<file path="config.mk">
export PLATFORM = sky130hd
export DESIGN_NAME = jury_vote_tally
export DESIGN_NICKNAME = d
export VERILOG_FILES = /design/src/rtl/jury_vote_tally.sv
export SDC_FILE = /design/constraint.sdc
export NUM_CORES = 1
export LEC_CHECK = 0
export CAP_MARGIN = 20
export CORE_AREA = 2 2 43 45
export CTS_CLUSTER_SIZE = 14
export DETAILED_ROUTE_END_ITERATION = 8
export DIE_AREA = 0 0 45 47
export PLACE_DENSITY = 0.72
export SLEW_MARGIN = 20
export SYNTH_ARGS = -nofsm -noshare
export SYNTH_HDL_FRONTEND = slang
export SYNTH_SLANG_ARGS = --single-unit
</file>
<file path="constraint.sdc">
create_clock -name clk -period 2.55 [get_ports clk]
set_input_delay 0.51 -clock clk [delete_from_list [all_inputs] [get_ports clk]]
set_output_delay 0.51 -clock clk [all_outputs]
set_load 0.02 [all_outputs]
</file>
<file path="src/rtl/jury_vote_tally.sv">
// Jury vote tally: counts edge-qualified yes/no codes from the jury encoder over a
// start-opened window, closes on N_JURY votes or timeout, and then publishes a held verdict.
module jury_vote_tally #(
    parameter int N_JURY  = 3,
    parameter int CNT_W   = 2,
    parameter int TIMEOUT = 15,
    parameter int TMR_W   = 4
) (
    input  logic             clk,
    input  logic             rst,
    input  logic             start,
    input  logic             S1,
    input  logic             S0,
    output logic             busy,
    output logic             done,
    output logic [1:0]       result,
    output logic [CNT_W-1:0] yes_cnt,
    output logic [CNT_W-1:0] no_cnt
);
    localparam logic [1:0] ST_IDLE    = 2'd0;
    localparam logic [1:0] ST_COLLECT = 2'd1;
    localparam logic [1:0] ST_DECIDE  = 2'd2;

    localparam logic [CNT_W:0]   N_LAST   = (CNT_W+1)'(N_JURY);
    localparam logic [TMR_W-1:0] TMR_LAST = TMR_W'(TIMEOUT - 1);

    localparam logic [1:0] RES_NONE = 2'b00;
    localparam logic [1:0] RES_PASS = 2'b01;
    localparam logic [1:0] RES_FAIL = 2'b10;
    localparam logic [1:0] RES_TIE  = 2'b11;

    logic [1:0]       state;
    logic [1:0]       prev_code;
    logic [TMR_W-1:0] timer;
    logic [1:0]       code;
    logic             vote_yes;
    logic             vote_no;
    logic [CNT_W:0]   total_next;
    logic [CNT_W:0]   yes_wide;
    logic [CNT_W:0]   no_wide;
    logic             close_win;

    assign code     = {S1, S0};
    assign busy     = (state != ST_IDLE);
    assign yes_wide = {1'b0, yes_cnt};
    assign no_wide  = {1'b0, no_cnt};

    // A vote counts only on a transition out of the released (00) code.
    assign vote_yes = (prev_code == 2'b00) && (code == 2'b01);
    assign vote_no  = (prev_code == 2'b00) && (code == 2'b10);

    assign total_next = yes_wide + no_wide + (CNT_W+1)'(vote_yes | vote_no);
    assign close_win  = (total_next == N_LAST) || (timer == TMR_LAST);

    always_ff @(posedge clk) begin
        if (rst) begin
            state     <= ST_IDLE;
            done      <= 1'b0;
            result    <= RES_NONE;
            yes_cnt   <= '0;
            no_cnt    <= '0;
            timer     <= '0;
            prev_code <= 2'b00;
        end else begin
            done <= 1'b0;
            case (state)
                ST_IDLE: begin
                    if (start) begin
                        state     <= ST_COLLECT;
                        yes_cnt   <= '0;
                        no_cnt    <= '0;
                        timer     <= '0;
                        result    <= RES_NONE;
                        prev_code <= code;
                    end
                end
                ST_COLLECT: begin
                    prev_code <= code;
                    timer     <= timer + TMR_W'(1);
                    if (vote_yes) yes_cnt <= yes_cnt + CNT_W'(1);
                    if (vote_no)  no_cnt  <= no_cnt + CNT_W'(1);
                    if (close_win) state <= ST_DECIDE;
                end
                ST_DECIDE: begin
                    if (yes_wide > no_wide)      result <= RES_PASS;
                    else if (no_wide > yes_wide) result <= RES_FAIL;
                    else                         result <= RES_TIE;
                    done  <= 1'b1;
                    state <= ST_IDLE;
                end
                default: state <= ST_IDLE;
            endcase
        end
    end
endmodule

</file>
==> results.sh <==
export IMPL_cp_max_fo=2
export IMPL_ios=13
export IMPL_r2r_end="state[0]"
export IMPL_grt_start_max_net_pins=16
export IMPL_netlist_area_leader_share=0.393
export IMPL_crit_arrival_ns=2.54
export IMPL_critical_path_max_stage_delay_ns=0.49
export IMPL_yosys_warnings=0
export IMPL_fin_crit_sh=0.910
export IMPL_first_iter_violations=10
export IMPL_wirelength_um=1460
export IMPL_numCtsBuffers=3
export IMPL_maxCapViolations=0
export IMPL_min_path_cells=2
export IMPL_rrSetupSlack_ns=0.65
export IMPL_relSlewSlack=0.548
export IMPL_crit_family="adder cells"
export IMPL_start_kind="input port"
export IMPL_clkLatencyLatePin_ns=0.28
export IMPL_rsz0062_at_grt="no"
export IMPL_synth_flop_cell="dfxtp_1"
export IMPL_syn_cell_area_um2=764
export IMPL_cellLeakagePower_nw=0.358
export IMPL_cts_resized=0
export IMPL_yosysSeqAreaShare=0.393
export IMPL_syn_nets=95
export IMPL_hold_buffers=0
export IMPL_crit_top_cell="fa_1"
export IMPL_hold_slack_ns=0.460
export IMPL_antennaDiodeCount=0
export IMPL_setup_violations=0
export IMPL_clock_path_buffers=2
export IMPL_post_cts_buffers=0
export IMPL_worst_slew_pin_slew_ns=0.669
export IMPL_crit_path_end_kind="flip-flop"
export IMPL_min_to="result[1]"
export IMPL_antenna_found_initial=0
export IMPL_overflow=0
export IMPL_synth_top_area_cell="dfxtp_1"
export IMPL_r2r_start="prev_code[1]"
export IMPL_worst_path_buf_inv=1
export IMPL_rows=15
export IMPL_drive_gt1_frac=0.109
export IMPL_path_cells="clkdlybuf4s50_1 > xnor2_1 > nor3_1 > fa_1 > fa_1 > and3b_1 > a31oi_1 > a21oi_1 > nor2_1"
export IMPL_cts_sinks=15
export IMPL_ys_seq_elements=15
export IMPL_grt_pass1_vias=573
export IMPL_async_flop_share=0
export IMPL_yosys_top_cells_area="dfxtp_1 (39%), ha_1 (6.5%), nor2_1 (5.4%), fa_1 (5.2%), a21oi_1 (4.6%)"
export IMPL_min_period_ns=2.32
export IMPL_numPortBuffers=12
export IMPL_reg2reg_depth=7
export IMPL_die_x_um=45
export IMPL_coreArea_um2=1650
export IMPL_final_antenna_net_count=0
export IMPL_start_util=0.463
export IMPL_nNetsFinal=113
export IMPL_track_usage=0.167
export IMPL_fp_dieArea_um2=2120
export IMPL_syn_inst=84
export IMPL_via_per_inst=5.47
export IMPL_hpwl_um=1080
export IMPL_postPlaceCellArea_um2=917
export IMPL_drc_errors=0
export IMPL_pwr_density_cell_nw_per_um2=478
export IMPL_syn_area_per_cell_um2=9.10
export IMPL_stdcell_area_um2=943
export IMPL_path_class="input port to flip-flop"
export IMPL_gp_congestion=0.720
export IMPL_synth_distinct_cells=32
export IMPL_critPathSlowestCell="clkdlybuf4s50_1"
export IMPL_drv_slew=0
export IMPL_place_inst=114
export IMPL_final_hold_viol_count=0
export IMPL_cts_tree="done"
export IMPL_wl_per_cell_um=12.3
export IMPL_worstHoldStart="result[1]"
export IMPL_synth_edff_count=0
export IMPL_die_y_um=47
export IMPL_area_delta_synth_final_pct=23.4
export IMPL_cts_htree_levels=1
export IMPL_max_freq_ghz=0.431
export IMPL_synth_most_common_cell="dfxtp_1"
export IMPL_grt_pass1_wl_um=2420
export IMPL_instances_no_fill=118
export IMPL_status="completed"
export IMPL_vias=645
export IMPL_max_vdd_ir_drop_uv=312
export IMPL_path_clk_slew_ns=0.08
export IMPL_cts_root_buffer="clkbuf_4"
export IMPL_dr_pass1_iters=4
export IMPL_finalClockSkew_ns=0.000736
export IMPL_required_ns=2.77
export IMPL_synth_common_cells="dfxtp_1 (15), nor2_1 (11), a21oi_1 (7)"
export IMPL_hold_class="flip-flop to flip-flop"
-- cells by family (layout without fill, tap and decap cells) --
logic type               count (synthesis)  after routing  share of synthesized area
XOR/XNOR                                 2              2                     0.0229
AND/OR/NAND/NOR                         36             36                      0.254
multiplexers                             4              4                     0.0540
AO/OA/AOI/OAI                           17             17                      0.139
adder cells (fa/ha/maj)                  6              6                      0.118
buffers and inverters                    4             21                     0.0196
flip-flops                              15             15                      0.393
-- stage by stage --
step,power [mW],util,setup TNS [ns],setup WS [ns]
after floorplan,0.295,-,0,0.510
after global placement,0.319,0.555,-0.0211,-0.0211
after detailed placement,0.321,0.555,-0.104,-0.0754
after CTS,0.455,0.571,0,0.223
after global routing,0.477,0.571,0,0.0656
final,0.451,0.571,0,0.229
-- metal layers --
metal	vias up	track usage	routed length, um
met5	-	0	0
met4	0	0.124	42
met3	5	0.0231	55
met2	14	0.283	706
met1	296	0.194	653
li1	330	-	-
-- cells in the final DEF, fill, tap and decap left out --
| cell | count |
|---|---|
| dfxtp_1 | 15 |
| clkdlybuf4s50_1 | 12 |
| nor2_1 | 11 |
| a21oi_1 | 7 |
| nand2_1 | 6 |
| nor3_1 | 4 |
| ha_1 | 4 |
| inv_1 | 3 |
| o21ai_0 | 3 |
| mux2i_1 | 3 |
| clkbuf_4 | 3 |
| o21bai_1 | 2 |
| nand2b_1 | 2 |
| nor2b_1 | 2 |
| a31oi_1 | 2 |
| fa_1 | 2 |
| buf_4 | 2 |
| or2_2 | 1 |
| xnor2_1 | 1 |
| and2b_4 | 1 |
| nor4b_1 | 1 |
| nor3b_1 | 1 |
| nand3b_1 | 1 |
| and2b_2 | 1 |
| a22oi_1 | 1 |
| nor4_1 | 1 |
| or3b_2 | 1 |
| o41a_2 | 1 |
| and3b_1 | 1 |
| xor2_1 | 1 |
| or3_1 | 1 |
| o2111ai_1 | 1 |
| nand4_1 | 1 |
| mux2_2 | 1 |
| clkbuf_1 | 1 |
-- worst max-delay path by stage --
stage / from / slack [ns] / cells after the start / endpoint
4_1_cts: S0 / 0.22 / 9 / state[0]
2_1_floorplan: S1 / 0.51 / 8 / state[0]
3_3_place_gp: S1 / -0.02 / 9 / state[0]
6_report: S0 / 0.23 / 9 / state[0]
5_1_grt: S0 / 0.07 / 9 / state[0]
3_5_place_dp: S0 / -0.08 / 9 / state[0]
-- where the power goes --
part           internal, mW  total, mW  switching (mW)
combinational        0.0314     0.0653          0.0338
sequential            0.241      0.250         0.00944
clock                0.0608      0.136          0.0747
total                 0.333      0.451           0.118
-- state kept, by name (all words and copies together) (netlist names) --
signal,cells
no_cnt,2
state,2
yes_cnt,2
result,2
timer,4
prev_code,2
done,1
-- tightest hold or removal path: stages, from the launching register on --
cell and delay, ns:
dfxtp_1 0.32, nand2_1 0.05, a21oi_1 0.05
-- layout make-up --
class,instances,area [um^2]
inverters,3,11.3
multi-input cells,65,449
flip-flops and latches,15,300
well taps,17,21.3
fillers,168,708
repair buffers,14,135
clock buffers,4,26.3
(Power assumes the default switching activity.)
==> variant 1, RTL diff (config.mk and constraints unchanged) <==
Make the reset (`rst`) asynchronous in one clocked block.
--- a/src/rtl/jury_vote_tally.sv
+++ b/src/rtl/jury_vote_tally.sv
@@ -52,7 +52,7 @@
     assign total_next = yes_wide + no_wide + (CNT_W+1)'(vote_yes | vote_no);
     assign close_win  = (total_next == N_LAST) || (timer == TMR_LAST);
 
-    always_ff @(posedge clk) begin
+    always_ff @(posedge clk or posedge rst) begin
         if (rst) begin
             state     <= ST_IDLE;
             done      <= 1'b0;
Formal check against the unedited RTL: differs if rst is asserted again (counterexample within 4 cycles, from zero or initial values and one cycle with rst high); with rst held inactive, the same outputs for 10 cycles.
==> variant 1 against the unedited design <==
Worst hold slack improved by 0.021 ns. Area after synthesis rose by 4.9%. Maximum frequency fell by 5.5%. Global-route usage fell by 0.92 points. Core utilization rose by 2.7 points. Routed wire length fell by 3.2%. Final area rose by 4.6%. Synthesized cell count fell by 9.5%. Setup slack got worse by 0.14 ns. Sequential cell count did not move. Critical path type unchanged. Highest routed layer unchanged.
Power is not compared: it rests on default switching activity, and its combinational part moved more than twofold at a synthesized area within 25%.
==> variant 1: results (changes against the unedited design) <==
Status
  – Run status: complete, no violations (unchanged)

Critical path
  – CP Capture Point: state[0] (unchanged)
  – FF-to-FF Start: prev_code[0] (was prev_code[1])
  – Worst r2r dst: state[0] (unchanged)
  – R2R Setup Slk: 0.36 ns (was 0.65 ns)
  – WP data arrival: 2.68 ns (was 2.54 ns)

Route
  – DR iter-0 viols: 3 (was 10)
  – Number of vias per cell: 5.486 (was 5.466)
  – Final WL: 1410 um (was 1457 um)
  – M1 wire length: 680 um (was 653 um)

Timing
  – Worst clock skew: 0.001708 ns (was 0.0007363 ns)
  – Min Hold Slack: 0.4809 ns (was 0.4598 ns)
  – Slew margin rel.: 63.02% (was 54.75%)

Synthesis
  – Post-synth cell types: 23 (was 32)
  – Xor and xnor area share after synthesis: 0% (was 2.291%)
  – Async SR Flop Fraction: 100.0% (was 0%)
  – Post-synthesis mux area share: 4.212% (was 5.401%)
  – Syn Area/Cell: 10.55 sq um (was 9.101 sq um)
  – Area contributors post-synth: dfrtp_1, ha_1, nand2_1 (was dfxtp_1, ha_1, nor2_1)
  – Synth Area in Compound Gates: 12.95% (was 13.91%)
  – Synth cell count leaders: dfrtp_1, nand2_1, inv_1, nand3_1, ha_1 (was dfxtp_1, nor2_1, a21oi_1, nand2_1)

Finish
  – Fraction of layout cells with a size suffix above 1: 12.77% (was 10.89%)
  – Post-route cell area: 987.2 sq um (was 943.4 sq um)
  – Total of fill cells in the finished design: 145 (was 168)
  – Final #Nets: 106 (was 113)

Min path
  – Hold Crit Start: result[1] (unchanged)
  – Hold Path End: result[1] (unchanged)

Global routing
  – First-pass GRT wire length: 2352 um (was 2421 um)
  – Vias in the first global route: 553 (was 573)
  – GRT Total Usage: 15.83% (was 16.75%)

Placement
  – Placer Congestion: 0.7904 (was 0.7202)
  – HPWL Detailed: 1091 um (was 1081 um)
  – DP Area: 960.9 sq um (was 917.1 sq um)
## variant 1: changes by cell type in the layout (fill, tap and decap cells not counted), sizes merged, moves of 4 or more
cell	change
dfrtp	+15
inv	+4
nor3	-4
a21oi	-7
nand3	+7
nor2	-8
nand2	+5
dfxtp	-15
## variant 1: kinds of logic (layout without fill, tap and decap cells)
| family | count (synthesis) | in the layout |
|---|---|---|
| simple gates | 30 | 30 |
| flops | 15 | 15 |
| compound gates | 14 | 14 |
| buf+inv | 8 | 26 |
| fa+ha+maj | 6 | 6 |
| mux | 3 | 3 |
## variant 1: metal layers
metal | global-route usage (%) | up-vias
met5 | 0 | -
met4 | 10.59 | 0
met2 | 25.71 | 13
li1 | - | 310
met1 | 19.42 | 282
met3 | 2.692 | 4
## variant 1: area by class of cell
type	instances	share of cell area, %
inverters	7	2.662
repair buffers	15	14.45
well taps	17	2.155
clock buffers	4	2.662
flip-flops and latches	15	38.02
multi-input cells	53	40.05
## variant 1: worst max-delay path: stages
cell and delay (ns):
clkdlybuf4s50_1 0.50, or4b_4 0.47, nand2_1 0.09, fa_1 0.19, fa_1 0.41, and3b_1 0.17, a31oi_1 0.18, a22o_1 0.16
## variant 1: stage by stage
| step | setup TNS [ns] | power, W | worst slack [ns] | cells |
|---|---|---|---|---|
| floorplan | 0 | 0.0007788 | 0.3186 | 76 |
| global placement | -0.2484 | 0.0009542 | -0.1387 | 107 |
| detailed placement | -0.3431 | 0.0009745 | -0.1911 | 107 |
| CTS | 0 | 0.001110 | 0.1128 | 111 |
| global route | 0 | 0.001194 | 0.03196 | 111 |
| finish | 0 | 0.001092 | 0.09261 | 111 |
## variant 1: power breakdown
group	internal, W	switching [W]
Combinational	0.000259	0.000249
Clock	0.0000607	0.0000711
Sequential	0.000327	0.000125
Total	0.000647	0.000445
==> variant 2, RTL diff (same settings) <==
Made on the original files. `TMR_W`: 4 -> 6.
--- a/src/rtl/jury_vote_tally.sv
+++ b/src/rtl/jury_vote_tally.sv
@@ -4,7 +4,7 @@
     parameter int N_JURY  = 3,
     parameter int CNT_W   = 2,
     parameter int TIMEOUT = 15,
-    parameter int TMR_W   = 4
+    parameter int TMR_W   = 6
 ) (
     input  logic             clk,
     input  logic             rst,
Check against the original RTL: no difference found for any inputs over 10 cycles, from zero or initial values and one cycle with rst high; that may be too few to reach the edited logic, so the function may still have changed.
==> variant 2 against the unedited design <==
Via count grew 18%. Critical endpoint unchanged. Sequential cell count grew 2. Non-clock buffer count is the same. Area after synthesis grew 19%. Routed wire length grew 13%. Final area grew 14%. Cell count grew 13%. Register-to-register slack gained 0.12 ns. Total power grew 9.8%. Clock skew grew 0.0019 ns. Setup slack gained 0.14 ns. Critical path type unchanged.
==> variant 2: results (changes against the unedited design) <==
Route
  – DR pass1 iterations: 4 (unchanged)
  – Number of vias per cell: 5.744 (was 5.466)
  – Via count: 764 (was 645)
  – Final WL: 1640 um (was 1457 um)
  – DR iter-0 viols: 7 (was 10)

Synthesis
  – Area contributors post-synth: dfxtp_1, ha_1, nor2_1 (unchanged)
  – Cells after synthesis: 102 (was 84)
  – Post-synth cell types: 34 (was 32)
  – Sequential area share after synthesis: 37.41% (was 39.28%)
  – Xor and xnor area share after synthesis: 0.9629% (was 2.291%)
  – Syn nets: 113 (was 95)
  – Synth cell count leaders: dfxtp_1, nor2_1, nand2_1, a21oi_1, nand3_1 (was dfxtp_1, nor2_1, a21oi_1, nand2_1)
  – Adder-Cell Fraction of Synth Area: 9.904% (was 11.78%)
  – Post-synthesis mux area share: 5.777% (was 5.401%)
  – Synth Area in Compound Gates: 15.41% (was 13.91%)

Clock network
  – Resize count post-CTS: 0 (unchanged)
  – Clock-pin slew on the worst setup and hold paths: 0.09 ns
  – Root buffer cell: clkbuf_4 (unchanged)
  – TritonCTS Buffers: 3 (unchanged)
  – H-tree Lvls: 1 (unchanged)

Placement
  – Placer Congestion: 0.7317 (was 0.7202)
  – I/O Buffers: 12 (unchanged)
  – HPWL Detailed: 1199 um (was 1081 um)

Power
  – Peak supply drop: 294.2 uV (was 311.8 uV)
  – P_leak: 0.3885 nW (was 0.3579 nW)

Min path
  – Hold WC Path Type: reg -> reg (unchanged)
  – Hold Crit Depth: 2 (unchanged)

Global routing
  – First-pass GRT wire length: 2842 um (was 2421 um)
  – GRT Total Usage: 18.52% (was 16.75%)
  – Largest net degree at the start of global routing: 18 (was 16)
  – Vias in the first global route: 657 (was 573)

Critical path
  – WP data arrival: 2.33 ns (was 2.54 ns)
  – Reg2reg path depth: 6 (was 7)

Finish
  – Final #Nets: 128 (was 113)
  – Fraction of layout cells with a size suffix above 1: 10.34% (was 10.89%)
  – Max FFs per register: 6 (was 4)

Timing
  – Worst-margin pin slew: 0.6512 ns (was 0.6692 ns)
  – Worst clock skew: 0.002675 ns (was 0.0007363 ns)
  – TNS Setup: 0 ns (unchanged)

Status
  – Run status: complete, no violations (unchanged)
variant 2: cell types whose count changed after synthesis, moves of 2 or more:
cell      change
or3_1         +2
dfxtp_1       +2
o21a_1        +2
clkbuf_1      +2
nor3_1        -2
nand3_1       +5
nor2b_1       +2
nand2_1       +2
variant 2: critical path: stages:
cell and delay (ns):
clkdlybuf4s50_1 0.49, xnor2_1 0.12, nor3_1 0.07, fa_1 0.38, fa_1 0.49, nand3b_1 0.11
nand3_1 0.11, a21oi_1 0.06
variant 2: through the flow:
step	total power, W	cell area, sq um	worst slack, ns
after global routing	0.0005182	1074	0.2675
after global placement	0.0003577	1047	0.08936
final	0.0004951	1074	0.3698
after detailed placement	0.0003589	1047	0.06712
after floorplan	0.0003355	909.6	0.6240
after CTS	0.0005023	1074	0.3846
variant 2: cell families (layout without fill, tap and decap cells):
group / after synthesis / after routing
AO/OA/AOI/OAI: 21 / 21
XOR/XNOR: 1 / 1
adder cells (fa/ha/maj): 6 / 6
buffers and inverters: 7 / 21
flip-flops: 17 / 17
multiplexers: 5 / 5
AND/OR/NAND/NOR: 45 / 45
variant 2: final timing paths:
check | from | end | slack, ns
worst max register to register | prev_code[1] | state[0] | 0.77
worst min-delay path | result[1] | result[1] | 0.47
worst min register to register | result[1] | result[1] | 0.47
worst max-delay path | S0 | state[0] | 0.37
variant 2: power by group:
group / total, W / switching (W) / internal, W / leakage (nW)
clock: 0.000143 / 0.0000817 / 0.0000608 / 0.0150
combinational: 0.0000686 / 0.0000355 / 0.0000330 / 0.236
sequential: 0.000284 / 0.0000120 / 0.000272 / 0.138
variant 2: metal layers:
metal	part of all wire, %	GRT usage [%]
met1	50	25.59
met2	44	28.00
met3	4.5	3.462
met4	1.7	8.824
met5	0	0
variant 2: area by class of cell:
class	count	area, sq um
flip-flops and latches	17	340.3
repair buffers	14	135.1
clock buffers	4	26.28
fillers	145	578.1
multi-input cells	78	539.3
inverters	3	11.26
well taps	17	21.27
